**src/rtl/fpu_arb_pkg.sv**
```systemverilog
// Shared types and helpers for the sqrt-unit arbiter.
package fpu_arb_pkg;

  localparam int unsigned WORD_W   = 32;
  localparam int unsigned NREQ_DEF = 2;
  // Upper bound on requester count supported by the round-robin search
  localparam int unsigned MAX_REQ  = 32;
  localparam int unsigned IDX_W    = 5;

  // In-flight operand tag for the default requester count
  typedef struct packed {
    logic                            valid;
    logic [$clog2(NREQ_DEF)-1:0]     id;
  } tag_t;

  typedef struct packed {
    logic             found;
    logic [IDX_W-1:0] idx;
  } rr_pick_t;

  // First set bit of elig[n-1:0] scanning upward from ptr with wrap-around (ptr < n)
  function automatic rr_pick_t rr_search(input logic [MAX_REQ-1:0] elig,
                                         input int unsigned ptr,
                                         input int unsigned n);
    rr_pick_t    pick;
    int unsigned idx;
    pick = '0;
    for (int unsigned off = 0; off < MAX_REQ; off++) begin
      idx = ptr + off;
      if (idx >= n) idx = idx - n;
      if (off < n && !pick.found && elig[idx[IDX_W-1:0]]) begin
        pick.found = 1'b1;
        pick.idx   = idx[IDX_W-1:0];
      end
    end
    return pick;
  endfunction

endpackage

```
**src/rtl/fpu_res_fifo.sv**
```systemverilog
// Synchronous result FIFO; head word reads as zero while empty.
module fpu_res_fifo
  import fpu_arb_pkg::*;
#(
  parameter int unsigned DEPTH = 4,
  parameter int unsigned WIDTH = 32
) (
  input  logic             clk,
  input  logic             rstn,
  input  logic             push,
  input  logic [WIDTH-1:0] wdata,
  input  logic             pop,
  output logic [WIDTH-1:0] rdata,
  output logic             full,
  output logic             empty
);

  localparam int unsigned PtrW = (DEPTH > 1) ? $clog2(DEPTH) : 1;
  localparam int unsigned CntW = $clog2(DEPTH + 1);

  logic [WIDTH-1:0] mem_q [DEPTH];
  logic [PtrW-1:0]  wr_q, wr_d, rd_q, rd_d;
  logic [CntW-1:0]  cnt_q, cnt_d;
  logic             do_push, do_pop;

  assign full    = (cnt_q == CntW'(DEPTH));
  assign empty   = (cnt_q == '0);
  // Push into a full FIFO is only legal when the head leaves on the same edge
  assign do_push = push && (!full || pop);
  assign do_pop  = pop && !empty;
  assign rdata   = empty ? '0 : mem_q[rd_q];

  // Pointer and occupancy next-state
  always_comb begin
    wr_d  = wr_q;
    rd_d  = rd_q;
    cnt_d = cnt_q;
    if (do_push) wr_d = (wr_q == PtrW'(DEPTH - 1)) ? '0 : wr_q + 1'b1;
    if (do_pop)  rd_d = (rd_q == PtrW'(DEPTH - 1)) ? '0 : rd_q + 1'b1;
    case ({do_push, do_pop})
      2'b10:   cnt_d = cnt_q + CntW'(1);
      2'b01:   cnt_d = cnt_q - CntW'(1);
      default: cnt_d = cnt_q;
    endcase
  end

  // Pointer and occupancy state
  always_ff @(posedge clk) begin
    if (!rstn) begin
      wr_q  <= '0;
      rd_q  <= '0;
      cnt_q <= '0;
    end else begin
      wr_q  <= wr_d;
      rd_q  <= rd_d;
      cnt_q <= cnt_d;
    end
  end

  // Storage array; contents are don't-care until written
  always_ff @(posedge clk) begin
    if (do_push) mem_q[wr_q] <= wdata;
  end

  // Credits upstream must make an overflowing write impossible
  a_no_overflow: assert property (@(posedge clk) disable iff (!rstn) !(push && full && !pop));

endmodule

```
**src/rtl/fpu_sqrt_arbiter.sv**
```systemverilog
// Round-robin arbiter sharing one non-stallable pipelined sqrt unit between NREQ requesters.
// Results are steered back by a tag shift register into per-requester FIFOs; credits
// (one per FIFO slot) keep the unit from ever producing a result with nowhere to go.
// Optional: define FPU_SQRT_ARB_STATS_EN to add per-requester issue/stall counters.
module fpu_sqrt_arbiter
  import fpu_arb_pkg::*;
#(
  parameter int unsigned NSTAGE    = 4,
  parameter int unsigned NREQ      = 2,
  parameter int unsigned RES_DEPTH = 4
) (
  input  logic                     clk,
  input  logic                     rstn,
  input  logic [NREQ-1:0]          req_valid,
  output logic [NREQ-1:0]          req_ready,
  input  logic [NREQ*WORD_W-1:0]   req_x,
  output logic [WORD_W-1:0]        fu_x,
  input  logic [WORD_W-1:0]        fu_y,
  output logic [NREQ-1:0]          res_valid,
  input  logic [NREQ-1:0]          res_ready,
  output logic [NREQ*WORD_W-1:0]   res_y,
  output logic                     busy
`ifdef FPU_SQRT_ARB_STATS_EN
  ,
  output logic [NREQ*WORD_W-1:0]   stat_issue,
  output logic [NREQ*WORD_W-1:0]   stat_stall
`endif
);

  localparam int unsigned IdW  = (NREQ > 1) ? $clog2(NREQ) : 1;
  localparam int unsigned CntW = $clog2(RES_DEPTH + 1);

  typedef struct packed {
    logic           valid;
    logic [IdW-1:0] id;
  } arb_tag_t;

  arb_tag_t            tag_q [NSTAGE+1];
  logic [IdW-1:0]      ptr_q, ptr_d;
  logic [WORD_W-1:0]   fu_x_q;
  logic [CntW-1:0]     credit_q [NREQ];
  logic [CntW-1:0]     credit_d [NREQ];
  logic [MAX_REQ-1:0]  elig;
  rr_pick_t            pick;
  logic                accept;
  logic [IdW-1:0]      acc_id;
  logic [WORD_W-1:0]   sel_x;
  logic [NREQ-1:0]     grant, pop, push, fifo_full, fifo_empty;
  logic                unused_sink;

  // A requester competes only while it holds a credit for a free result slot
  always_comb begin
    elig = '0;
    for (int unsigned i = 0; i < NREQ; i++) begin
      elig[i] = req_valid[i] && (credit_q[i] != '0);
    end
  end

  assign pick = rr_search(elig, 32'(ptr_q), NREQ);

  // Grant decode, operand select and next round-robin pointer
  always_comb begin
    accept = rstn && pick.found;
    acc_id = pick.idx[IdW-1:0];
    grant  = '0;
    sel_x  = '0;
    ptr_d  = ptr_q;
    if (accept) begin
      grant[acc_id] = 1'b1;
      ptr_d = (acc_id == IdW'(NREQ - 1)) ? '0 : acc_id + 1'b1;
    end
    for (int unsigned i = 0; i < NREQ; i++) begin
      if (grant[i]) sel_x = req_x[i*WORD_W +: WORD_W];
    end
  end

  assign req_ready = grant;
  assign fu_x      = fu_x_q;
  assign pop       = res_valid & res_ready;

  // Credit bookkeeping: grant takes a slot, pop returns one, both together cancel
  always_comb begin
    for (int unsigned i = 0; i < NREQ; i++) begin
      case ({grant[i], pop[i]})
        2'b10:   credit_d[i] = credit_q[i] - CntW'(1);
        2'b01:   credit_d[i] = credit_q[i] + CntW'(1);
        default: credit_d[i] = credit_q[i];
      endcase
    end
  end

  // Route the unit output to the owner of the operand leaving the pipeline
  always_comb begin
    for (int unsigned i = 0; i < NREQ; i++) begin
      push[i] = tag_q[NSTAGE].valid && (tag_q[NSTAGE].id == IdW'(i));
    end
  end

  // Operand register, tag pipeline, pointer and credits
  always_ff @(posedge clk) begin
    if (!rstn) begin
      fu_x_q <= '0;
      ptr_q  <= '0;
      for (int unsigned k = 0; k <= NSTAGE; k++) tag_q[k] <= '0;
      for (int unsigned i = 0; i < NREQ; i++) credit_q[i] <= CntW'(RES_DEPTH);
    end else begin
      if (accept) fu_x_q <= sel_x;
      ptr_q    <= ptr_d;
      tag_q[0] <= '{valid: accept, id: acc_id};
      for (int unsigned k = 1; k <= NSTAGE; k++) tag_q[k] <= tag_q[k-1];
      for (int unsigned i = 0; i < NREQ; i++) credit_q[i] <= credit_d[i];
    end
  end

  for (genvar g = 0; g < NREQ; g++) begin : g_fifo
    fpu_res_fifo #(
      .DEPTH (RES_DEPTH),
      .WIDTH (WORD_W)
    ) u_fifo (
      .clk   (clk),
      .rstn  (rstn),
      .push  (push[g]),
      .wdata (fu_y),
      .pop   (pop[g]),
      .rdata (res_y[g*WORD_W +: WORD_W]),
      .full  (fifo_full[g]),
      .empty (fifo_empty[g])
    );
  end

  assign res_valid = ~fifo_empty;

  // Busy while any operand is in the unit or any result waits to be popped
  always_comb begin
    busy = |res_valid;
    for (int unsigned k = 0; k <= NSTAGE; k++) busy = busy | tag_q[k].valid;
  end

  // Full flags are redundant with credits; upper index bits unused for small NREQ
  assign unused_sink = ^{fifo_full, pick.idx};

`ifdef FPU_SQRT_ARB_STATS_EN
  logic [WORD_W-1:0] issue_q [NREQ];
  logic [WORD_W-1:0] stall_q [NREQ];
  logic [NREQ-1:0]   stall;

  assign stall = req_valid & ~req_ready;

  // Free-running per-requester issue and stall counters, wrapping naturally
  always_ff @(posedge clk) begin
    if (!rstn) begin
      for (int unsigned i = 0; i < NREQ; i++) begin
        issue_q[i] <= '0;
        stall_q[i] <= '0;
      end
    end else begin
      for (int unsigned i = 0; i < NREQ; i++) begin
        if (grant[i]) issue_q[i] <= issue_q[i] + 1'b1;
        if (stall[i]) stall_q[i] <= stall_q[i] + 1'b1;
      end
    end
  end

  for (genvar g = 0; g < NREQ; g++) begin : g_stat
    assign stat_issue[g*WORD_W +: WORD_W] = issue_q[g];
    assign stat_stall[g*WORD_W +: WORD_W] = stall_q[g];
  end
`else
  // Statistics counters are not built in this configuration.
`endif

endmodule

```
**config.mk**
```make
export PLATFORM = sky130hd
export DESIGN_NAME = fpu_sqrt_arbiter
export DESIGN_NICKNAME = d
export VERILOG_FILES = /design/src/rtl/fpu_arb_pkg.sv /design/src/rtl/fpu_res_fifo.sv /design/src/rtl/fpu_sqrt_arbiter.sv
export SDC_FILE = /design/constraint.sdc
export NUM_CORES = 1
export LEC_CHECK = 0
export CORE_MARGIN = 1.5
export CORE_UTILIZATION = 46
export CTS_BUF_LIST = sky130_fd_sc_hd__clkbuf_4 sky130_fd_sc_hd__clkbuf_8
export CTS_CLUSTER_DIAMETER = 100
export DETAILED_ROUTE_END_ITERATION = 16
export PLACE_DENSITY_LB_ADDON = 0.3
export RECOVER_POWER = 100
export SYNTH_ARGS = -nofsm -noshare
export SYNTH_HDL_FRONTEND = slang
export SYNTH_SLANG_ARGS = --single-unit
```
**constraint.sdc**
```tcl
create_clock -name clk -period 2.95 [get_ports clk]
set_clock_uncertainty 0.1 [all_clocks]
set_input_delay 0.59 -clock clk [delete_from_list [all_inputs] [get_ports clk]]
set_output_delay 0.59 -clock clk [all_outputs]
set_load 0.005 [all_outputs]
```
After elaboration in Yosys (flattened, before gate mapping)
Memories as Yosys holds them, arrays and structs flattened. A register that Yosys moved wholly into a read port is not among the register bits. Cells that the tools add are included.

Memory bits (writable): 272. Memories: 4. Output and inout bits: 101. Word-level logic and storage cells: 129. Input bits: 102. Register bits: 47.

Add/sub/neg operators: 16. Magnitude comparators: 6. Reductions and logical operators: 25. Bitwise operators: 15. Equality and inequality tests: 14. Mux-type cells: 41.

Memories: g_fifo[0].u_fifo.mem_q (depth 4, bits a word 32, rd ports 1, clocked after memory_dff 1, write ports 1, RTL line fpu_res_fifo.sv:21) `logic [WIDTH-1:0] mem_q [DEPTH];`; g_fifo[1].u_fifo.mem_q (depth 4, bits a word 32, rd ports 1, clocked after memory_dff 1, write ports 1, RTL line fpu_res_fifo.sv:21); tag_q (depth 5, bits a word 2, rd ports 5, clocked after memory_dff 0, write ports 5, RTL line fpu_sqrt_arbiter.sv:38) `arb_tag_t tag_q [NSTAGE+1];`; credit_q (depth 2, bits a word 3, rd ports 2, clocked after memory_dff 0, write ports 2, RTL line fpu_sqrt_arbiter.sv:41) `logic [CntW-1:0] credit_q [NREQ];`.

Operators with widths (number): two-way mux 32 bit (4); two-way mux 2 bit (14); one-hot mux 3 bit (2 select lines) (4); == test 2 bit (second input constant) (8); adder 3 x 1 -> 3 bit (second input constant) (4); less-than comparator 5 x 6 -> 1 bit (second input constant) (2); two-way mux 6 bit (2); bitwise OR 1 bit (12); subtractor 3 x 1 -> 3 bit (second input constant) (4); logical AND 1 bit (11); binary-select mux 1 bit (select 5 bit) (2); two-way mux 1 bit (10); two-way mux 5 bit (2); adder 2 x 1 -> 2 bit (second input constant) (4); == test 2 x 1 -> 1 bit (second input constant) (4); == test 3 bit (second input constant) (2); logical NOT 3 bit (2); two-way mux 3 bit (2); nonzero test 3 bit (2); logical NOT 1 bit (5); nonzero test 2 bit (2); subtractor 1 x 2 -> 3 bit (second input constant) (1); subtractor 2 x 2 -> 3 bit (second input constant) (1); adder 1 x 1 -> 2 bit (second input constant) (1); 11 further kinds (12).

Depth between registers and ports, before layout
An unclocked memory read counts as a cell.

Depth after elaboration: 17. Gate-level depth with buffers: 12. Mapped depth without buffers: 9.

Hierarchy
A second synthesis with hierarchy kept.

Cell total of the unflattened synthesis: 730. Area, all modules: 12726.0 µm².

By module, submodules not included: fpu_res_fifo (area an instance 5330.1 µm², instances 2, cells each 258, seq. area each 4023.9 µm²); fpu_sqrt_arbiter (area an instance 2065.7 µm², instances 1, cells each 214, seq. area each 980.9 µm²).

Least setup slack after synthesis
Ideal clock, no wire load.

Kind: input port to flip-flop. Start: input port res_ready[1]. End: register g_fifo[1].u_fifo.cnt_q[2]. Setup time: 0.070 ns. Arrival time: 2.426 ns. Required time: 2.780 ns. Path buffers: 0. Stages: 9. Setup slack: 0.354 ns. Path through: nor4b_1 > nor2_1 > inv_1 > ha_1 > inv_1 > fa_1 > xor2_1 > or3_1 > a21oi_1.

Word-level cells in the longest chain between the ends: 5. Elaborated cells between the ends (all ways): 8. Those cells by class: eq/ne (2); mux (1); bitwise (1); reduce/logical (4).

Ends and longest elaborated chain: from (decl) (RTL line fpu_sqrt_arbiter.sv:20) `input logic [NREQ-1:0] res_ready,`; AND 2 bit (*) (RTL line fpu_sqrt_arbiter.sv:79) `assign pop = res_valid & res_ready;`; logical OR 1 bit (RTL line fpu_res_fifo.sv:29) `assign do_push = push && (!full || pop);`; logical AND 1 bit (RTL line fpu_res_fifo.sv:29); == test 2 x 1 -> 1 bit / == test 2 bit (equally long branches) (RTL line fpu_res_fifo.sv:40) `case ({do_push, do_pop})`; one-hot mux 3 bit (2 select lines) / nonzero test 2 bit (equally long branches); to (signal assigned) (RTL line fpu_res_fifo.sv:56) `cnt_q <= cnt_d;`; to (decl) (RTL line fpu_res_fifo.sv:23) `logic [CntW-1:0] cnt_q, cnt_d;`.

Mark *: on every way between the ends. The rest lies on a longest branch, timed or not. A chain may end at the register's enable or synchronous reset.

==> flow_metrics.env <==
export IMPL_dpl_hpwl_um=17060
export IMPL_synth_fp_nets=844
export IMPL_die_area_mm2=0.02851
export IMPL_reg2reg_to="fu_x[14]"
export IMPL_synth_main_ff_cell="edfxtp_1"
export IMPL_portBuffers=202
export IMPL_first_pass_iters=4
export IMPL_grt_pass1_wl_um=43610
export IMPL_vias_per_cell=5.323
export IMPL_grt_busiest_layer="met2"
export IMPL_htree_num_levels=2
export IMPL_crit_type="reg -> out"
export IMPL_nNetsFinal=1116
export IMPL_hold_violations=0
export IMPL_status="finished, final reports clean"
export IMPL_dp_cells=1257
export IMPL_root_buffer="clkbuf_8"
export IMPL_clkLatencyLatePin_ps=580
export IMPL_r2r_cells=4
export IMPL_stdcell_area_mm2=0.01643
export IMPL_min_from="tag_q[0][0]"
export IMPL_async_flop_share_pct=0
export IMPL_powerDensity_mw_per_mm2=576.8
export IMPL_wirelength_um=28270
export IMPL_cts_sinks=323
export IMPL_start_util_pct=46.94
export IMPL_min_to="tag_q[0][2]"
export IMPL_wl_per_cell_um=20.47
export IMPL_hold_buffers=0
export IMPL_grt_overflow=0
export IMPL_yosysWarnings=0
export IMPL_synth_area_mm2=0.01265
export IMPL_ys_top_cells_by_area="edfxtp_1 (61%), mux4_2 (11%), dfxtp_1 (11%)"
export IMPL_core_mm2=0.02695
export IMPL_min_period_ps=2877
export IMPL_place_congestion=0.7549
export IMPL_vias=7351
export IMPL_slew_violations=0
export IMPL_grt_max_degree=35
export IMPL_p_leak_nw=5.792
export IMPL_hold_path_class="reg -> reg"
export IMPL_grt_use_met3_pct=6.336
export IMPL_rows=60
export IMPL_dieWidth_um=168.8
export IMPL_synth_avg_cell_area_um2=17.47
export IMPL_worst_path_max_fanout=7
export IMPL_finalCritPeriodShare_pct=97.53
export IMPL_clockBufferDepth=3
export IMPL_multi_input_area_mm2=0.003338
export IMPL_rsz0062_at_grt="no"
export IMPL_synth_area_leader_cell="edfxtp_1"
export IMPL_ys_ff_latch=323
export IMPL_crit_arrival_ps=2190
export IMPL_irDropWorstVdd_mv=0.3151
export IMPL_synth_edf_count=256
export IMPL_cts_tree="yes"
export IMPL_route_detailed_drc=0
export IMPL_slew_headroom_pct=4.258
export IMPL_fin_cells=1381
export IMPL_fill_cells=2005
export IMPL_post_dp_cell_area_mm2=0.01516
export IMPL_gr_usage_all_layers_pct=20.40
export IMPL_die_height_um=168.8
export IMPL_grt_pass1_vias=7640
export IMPL_drtAntennaViolNets=0
export IMPL_synth_cell_types=33
export IMPL_syn_inst=724
export IMPL_ys_seq_area_share_pct=71.37
export IMPL_met1_usage_pct=25.07
export IMPL_cp_start_kind="flip-flop"
export IMPL_drtIter0Drc=516
export IMPL_netlist_area_leader_share_pct=60.77
export IMPL_reg2reg_from="credit_q[0][5]"
export IMPL_min_path_cells=1
export IMPL_r2r_slack_ps=390
export IMPL_tightest_slew_ps=1436
export IMPL_grt_use_met2_pct=35.16
export IMPL_critPathRequiredTime_ps=2260
export IMPL_cap_violations=0
export IMPL_ios=203
export IMPL_antennaDiodeCount=0
export IMPL_setup_viol=0
export IMPL_ff_latch_area_mm2=0.009039
export IMPL_drive_above_1_share_pct=21.25
export IMPL_cts_buffers=52
export IMPL_max_freq_ghz=0.3476
export IMPL_area_growth_pct=29.85
export IMPL_antenna_found_initial=3
export IMPL_critPathCaptureType="primary output"
export IMPL_clk_pin_slew_worst_paths_ps=60
state kept, by name, indices dropped and copies added, names as in the netlist, named ones only:
name	flops
g_fifo.u_fifo.wr_q	4
ptr_q	1
fu_x	32
g_fifo.u_fifo.cnt_q	6
credit_q	6
tag_q	10
g_fifo.u_fifo.mem_q	256
g_fifo.u_fifo.rd_q	4
Yosys cell counts, drive strengths merged, types with 4 or more instances:
master,number
edfxtp,256
nor2b,64
mux4,64
dfxtp,67
nor3,35
fa,4
nor2,17
mux2i,5
inv,23
buf,20
o21ai,8
nand2,35
clkbuf,21
xor2,8
a21oi,10
or3,6
and2,17
a221o,32
ha,14
layout make-up:
type	instances	share of cell area, %
clock inverter	30	1.051
sequential	323	55.02
clock buffer	68	5.240
timing repair buffer	259	15.24
inverter	23	0.5256
multi-input combinational	337	20.32
tap	341	2.597
stage by stage:
step / power (mW) / setup TNS, ps / hold slack [ps] / setup slack, ps / util [%]
floorplan: 5.413 / 0 / 311.9 / 353.6 / -
global placement: 5.813 / 0 / 315.0 / 23.29 / 56.24
detailed placement: 5.820 / -37.86 / 331.9 / -37.86 / 56.24
CTS: 9.582 / -179.2 / 343.3 / -38.90 / 61.15
global route: 9.827 / 0 / 350.3 / 2.422 / 60.95
finish: 9.475 / 0 / 338.7 / 72.73 / 60.95
worst max-delay path, stage by stage, from the launching register on:
cell,delay (ps)
dfxtp_4,390
buf_4,130
buf_12,120
mux4_2,500
nor2b_1,170
dlygate4sd2_1,300
timing repair:
item,4_1_cts,5_1_grt
cloned,5,0
pin swaps,0,2
buffers inserted,18,3
endpoints found under the setup margin,64,23
resized for setup,92,29
how the worst max path moves through the flow:
stage / startpoint / end / cells past startpoint / slack [ps]
5_1_grt: flip-flop / res_y[26] / 6 / 2
4_1_cts: flip-flop / res_y[31] / 6 / -40
3_3_place_gp: res_ready[1] / g_fifo[1].u_fifo.cnt_q[2] / 10 / 20
6_report: flip-flop / res_y[10] / 5 / 70
2_1_floorplan: res_ready[1] / g_fifo[1].u_fifo.cnt_q[2] / 9 / 350
3_5_place_dp: res_ready[1] / g_fifo[1].u_fifo.cnt_q[2] / 10 / -40
cell families after synthesis:
group	Yosys count	share of synthesized area, %
DFF	323	71.37
and+or+nand+nor	184	7.803
adders and majority gates	18	2.018
xor gates and xnor gates	8	0.5539
AOI/OAI and AO/OA	58	3.917
muxes	69	11.79
buffers and inverters	64	2.552
power breakdown:
part	total, mW	internal, mW	switching [mW]	leakage (nW)
clock	3.75	2.01	1.74	0.548
sequential	5.05	4.99	0.0568	2.85
combinational	0.677	0.376	0.301	2.39
total	9.48	7.38	2.10	5.79
routing by layer:
layer,routed length [um],vias up
met5,38,-
met4,451,6
li1,-,3366
met2,14100,288
met3,2331,47
met1,11340,3644
cells in the final DEF (no fill, tap or decap), types with 3 or more instances in the layout:
cell / instances
edfxtp_1: 256
clkdlybuf4s50_1: 72
dlygate4sd3_1: 66
mux4_2: 64
dfxtp_1: 63
nor2b_1: 62
clkbuf_8: 56
dlygate4sd2_1: 40
nand2_1: 35
nor3_1: 33
a221o_1: 32
buf_4: 23
inv_1: 20
nor2_1: 17
clkbuf_1: 16
clkinv_1: 15
ha_1: 14
clkbuf_4: 13
clkdlybuf4s15_1: 12
clkinv_2: 11
a21oi_1: 10
clkbuf_2: 10
and2_2: 8
xor2_1: 8
o21ai_0: 8
and2_1: 7
buf_12: 7
or3_1: 6
mux2i_1: 5
buf_16: 5
fa_1: 4
buf_6: 3
buf_8: 3
No activity file was read; power rests on OpenSTA's default activity.
